**config.mk**
```make
export PLATFORM = sky130hd
export DESIGN_NAME = serial_subtractor
export DESIGN_NICKNAME = d
export VERILOG_FILES = /design/src/rtl/serial_subtractor.sv
export SDC_FILE = /design/constraint.sdc
export NUM_CORES = 1
export LEC_CHECK = 0
export ABC_AREA = 1
export ABC_CLOCK_PERIOD_IN_PS = 2810
export CAP_MARGIN = 40
export CORE_UTILIZATION = 52
export DETAILED_ROUTE_END_ITERATION = 16
export HOLD_SLACK_MARGIN = 0.15
export PLACE_DENSITY = 0.82
export SLEW_MARGIN = 20
export SYNTH_ARGS = -nofsm -noshare
export SYNTH_HDL_FRONTEND = slang
export SYNTH_SLANG_ARGS = --single-unit
```
**constraint.sdc**
```tcl
create_clock -name clk -period 2.81 [get_ports clk]
set_input_delay 0.281 -clock clk [delete_from_list [all_inputs] [get_ports clk]]
set_output_delay 0.281 -clock clk [all_outputs]
set_load 0.1 [all_outputs]
```
**src/rtl/serial_subtractor.sv**
```systemverilog
// Bit-serial subtractor: diff = a - b - bin, one bit per clock, LSB first.
// Result, borrow-out and overflow are presented with a single-cycle done pulse.
module serial_subtractor #(
  parameter int WIDTH = 4
) (
  input  logic             clk,
  input  logic             rst,
  input  logic             start,
  input  logic [WIDTH-1:0] a,
  input  logic [WIDTH-1:0] b,
  input  logic             bin,
  output logic             busy,
  output logic             done,
  output logic [WIDTH-1:0] diff,
  output logic             bout,
  output logic             ovf
);

  localparam int CW = $clog2(WIDTH);

  typedef enum logic [1:0] {
    IDLE,
    SHIFT,
    DONE
  } state_t;

  state_t state, nxt;

  logic [WIDTH-1:0] sa, sb;
  logic [CW-1:0]    cnt;
  logic             br;
  logic             amsb, bmsb;
  logic             accept, last;
  logic             d, brn;

  assign accept = start && (state != SHIFT);
  assign last   = (cnt == CW'(WIDTH - 1));

  // One full-subtractor slice on the current LSBs.
  assign d   = sa[0] ^ sb[0] ^ br;
  assign brn = (~sa[0] & sb[0]) | (~(sa[0] ^ sb[0]) & br);

  assign busy = (state == SHIFT);
  assign done = (state == DONE);

  always_ff @(posedge clk) begin
    if (rst) state <= IDLE;
    else     state <= nxt;
  end

  always_comb begin
    nxt = state;
    unique case (state)
      IDLE:    if (start) nxt = SHIFT;
      SHIFT:   if (last) nxt = DONE;
      DONE:    nxt = start ? SHIFT : IDLE;
      default: nxt = IDLE;
    endcase
  end

  always_ff @(posedge clk) begin
    if (rst) begin
      sa   <= '0;
      sb   <= '0;
      cnt  <= '0;
      br   <= 1'b0;
      amsb <= 1'b0;
      bmsb <= 1'b0;
      diff <= '0;
      bout <= 1'b0;
      ovf  <= 1'b0;
    end else if (accept) begin
      sa   <= a;
      sb   <= b;
      br   <= bin;
      cnt  <= '0;
      amsb <= a[WIDTH-1];
      bmsb <= b[WIDTH-1];
    end else if (state == SHIFT) begin
      sa   <= sa >> 1;
      sb   <= sb >> 1;
      br   <= brn;
      cnt  <= cnt + 1'b1;
      diff <= {d, diff[WIDTH-1:1]};
      // Final slice: d is the result MSB, brn the borrow-out.
      if (last) begin
        bout <= brn;
        ovf  <= (amsb ^ bmsb) & (amsb ^ d);
      end
    end
  end

endmodule

```
==> impl_metrics.py <==
metrics = {
    "sta": {
        "fmax_mhz": 582,
        "fin_worst_skew_ns": 0.00330,
        "final_max_slew_viol_count": 0,
        "final.setup.worst_slack_ns": 1.09,
        "rsz0062_at_grt": "false",
        "fin_hold_ws_ns": 0.479,
        "finalCriticalPeriod_ns": 1.72,
        "setup_violations": 0,
        "period_share_pct": 61.1,
        "tightestPinTransition_ns": 0.630,
        "setup_tns_ns": 0,
        "slew_headroom_pct": 57.9,
        "hold_viol": 0,
    },
    "route": {
        "postRouteAntennaNets": 0,
        "wl_per_cell_um": 11.2,
        "totalWireLength_um": 1790,
        "firstDrtPassIters": 10,
        "vias": 814,
        "drtIter0Drc": 23,
        "drc_errors": 1,
        "vias_per_cell": 5.09,
    },
    "clocking": {
        "cts_htree_levels": 1,
        "cts_hold_buf": 0,
        "ctsResizeCount": 0,
        "cts_root_buf": "clkbuf_4",
        "cts_tree": "built",
        "clockBufferDepth": 2,
        "clock_latency_ns": 0.30,
        "numCtsBuffers": 3,
        "postCtsSetupRepairBufs": 0,
        "clock-sinks": 21,
        "cts.clk_slew.worst_paths_ns": 0.12,
    },
    "critical_path": {
        "slowest_delay_ns": 0.39,
        "rrSetupSlack_ns": 1.38,
        "rr_endpoint": "bout",
        "r2r_cells": 7,
        "worst_setup_path_end_kind": "primary output",
        "r2r-start": "state[1]",
        "path_cells": "inv_2 > nor2_4 > buf_4",
        "path_class": "flip-flop to primary output",
        "startpoint": "state[0]",
        "startpoint_type": "flip-flop",
        "crit_arrival_ns": 1.44,
        "cp_max_fo": 17,
        "cp.required_ns": 2.53,
        "cp_slowest_cell": "dfxtp_1",
    },
    "synth": {
        "netlist.area_leader.share_pct": 45.8,
        "synth_fp_nets": 140,
        "ys_ff_latch": 21,
        "ys_types": 16,
        "synth.area.top_cells": "dfxtp_1 (46%), nand3_1 (15%), nand2_1 (9.8%)",
        "yosys.area.top_type": "dfxtp_1",
        "syn_area_um2": 917,
        "netlist_instances": 126,
        "synth.avg_cell_area_um2": 7.28,
        "yosysWarnings": 0,
        "synth.yosys.seq_area_share_pct": 45.8,
    },
    "hold_path": {
        "min_path_cells": 2,
        "hp-class": "flip-flop to flip-flop",
        "whs_endpoint": "bout",
        "min_from": "bout",
    },
    "die": {
        "core.rowCount": 14,
        "dieArea_mm2": 0.00194,
        "start_util_pct": 58.2,
        "die_w_um": 44.0,
        "dieHeight_um": 44.0,
        "io_pins": 20,
        "core_area_mm2": 0.00158,
    },
    "placed_design": {
        "place_congestion": 0.777,
        "dp_hpwl_um": 1300,
        "port_buffers": 19,
        "dpl_worst_slack_ns": 1.16,
    },
    "power": {
        "p_per_area_mw_per_mm2": 556,
        "leakagePower_nw": 0.536,
        "vdd_ir_drop_max_v": 0.000324,
    },
    "flow_run": {
        "drv_cap": 0,
    },
    "finish": {
        "finalCoreUtilization_pct": 69.7,
        "final_nets": 159,
        "drive_above_1_share_pct": 10.4,
        "area_growth_pct": 19.8,
        "fillCellCount": 138,
        "n_antenna_cell": 0,
    },
    "global_route": {
        "grt-ovfl-total": 0,
        "grt_usage_pct": 21.3,
        "grt_pass1_wl_um": 3020,
        "grt_pass1_vias": 765,
        "grt_max_degree": 22,
        "antenna_found_initial": 0,
    },
    "run_status": {
        "status": "finished, violations left",
        "violations": "design-rule violations",
    },
}
==> Yosys cell counts (all sizes together) <==
library cell / instances
xor2: 1
nand3: 27
ha: 1
a21oi: 2
fa: 1
inv: 18
o21ai: 9
nor2: 17
buf: 5
nand2: 24
dfxtp: 21
==> registers in the layout (all words and copies together) (netlist names) <==
name,flops
state,2
diff,4
cnt,2
sb,4
ovf,1
bout,1
br,1
bmsb,1
sa,4
amsb,1
==> worst max path at each step <==
stage | to | depth (start not counted)
CTS | busy | 3
finish | busy | 3
global route | busy | 3
floorplan | done | 2
global placement | bmsb | 4
detailed placement | bmsb | 4
==> report_power, final <==
| group | internal, W | total (W) | switching (W) | leakage (nW) |
|---|---|---|---|---|
| Clock | 0.0000531 | 0.000146 | 0.0000934 | 0.0177 |
| Sequential | 0.000316 | 0.000326 | 0.0000109 | 0.172 |
| Combinational | 0.0000428 | 0.000138 | 0.0000952 | 0.346 |
| Total | 0.000411 | 0.000611 | 0.000199 | 0.536 |
==> cell type report <==
class                   count  area (um2)  share of cell area (%)
clock buffers               3        22.5                    2.05
clock inverters             1        5.00                   0.456
inverters                  18        67.6                    6.15
multi-input cells          82         393                    35.8
flip-flops and latches     21         420                    38.3
well taps                  16        20.0                    1.82
repair buffers             19         170                    15.5
==> worst max-delay path, delay by kind of cell, from the launching register on <==
family	cells	cell delay [ns]
buf+inv	2	0.44
flops	1	0.39
simple gates	1	0.31
==> layer usage <==
layer	GRT usage, %	vias to the layer above	wire length, um
li1	-	431	-
met1	26.1	359	852
met2	33.4	20	820
met3	5.00	4	85
met4	13.3	0	33
met5	0	-	0
==> metrics by stage <==
stage                     cells  cell area [um2]  power [W]
after floorplan             126              917   0.000437
after global placement      156             1070   0.000469
after detailed placement    156             1070   0.000471
after CTS                   160             1100   0.000613
after global routing        160             1100   0.000641
final                       160             1100   0.000611
==> kinds of logic (layout without fill, tap and decap cells) <==
group	Yosys count	after routing	share of synthesized area (%)
compound gates	11	11	6.00
xor+xnor	1	1	0.955
fa+ha+maj	2	2	3.55
buf+inv	23	41	11.3
flops	21	21	45.8
simple gates	68	68	32.3
==> cells in the final DEF, fill, tap and decap left out <==
cell	count
nor2_4	1
nand2_1	24
clkdlybuf4s50_1	11
fa_1	1
clkinv_2	1
inv_1	16
ha_1	1
o21ai_0	8
nand3_1	27
inv_2	2
nor2_1	16
clkbuf_4	3
xor2_1	1
buf_4	8
dfxtp_1	21
a21oi_1	2
o21ai_1	1
Power figures use the tool's default switching activity.
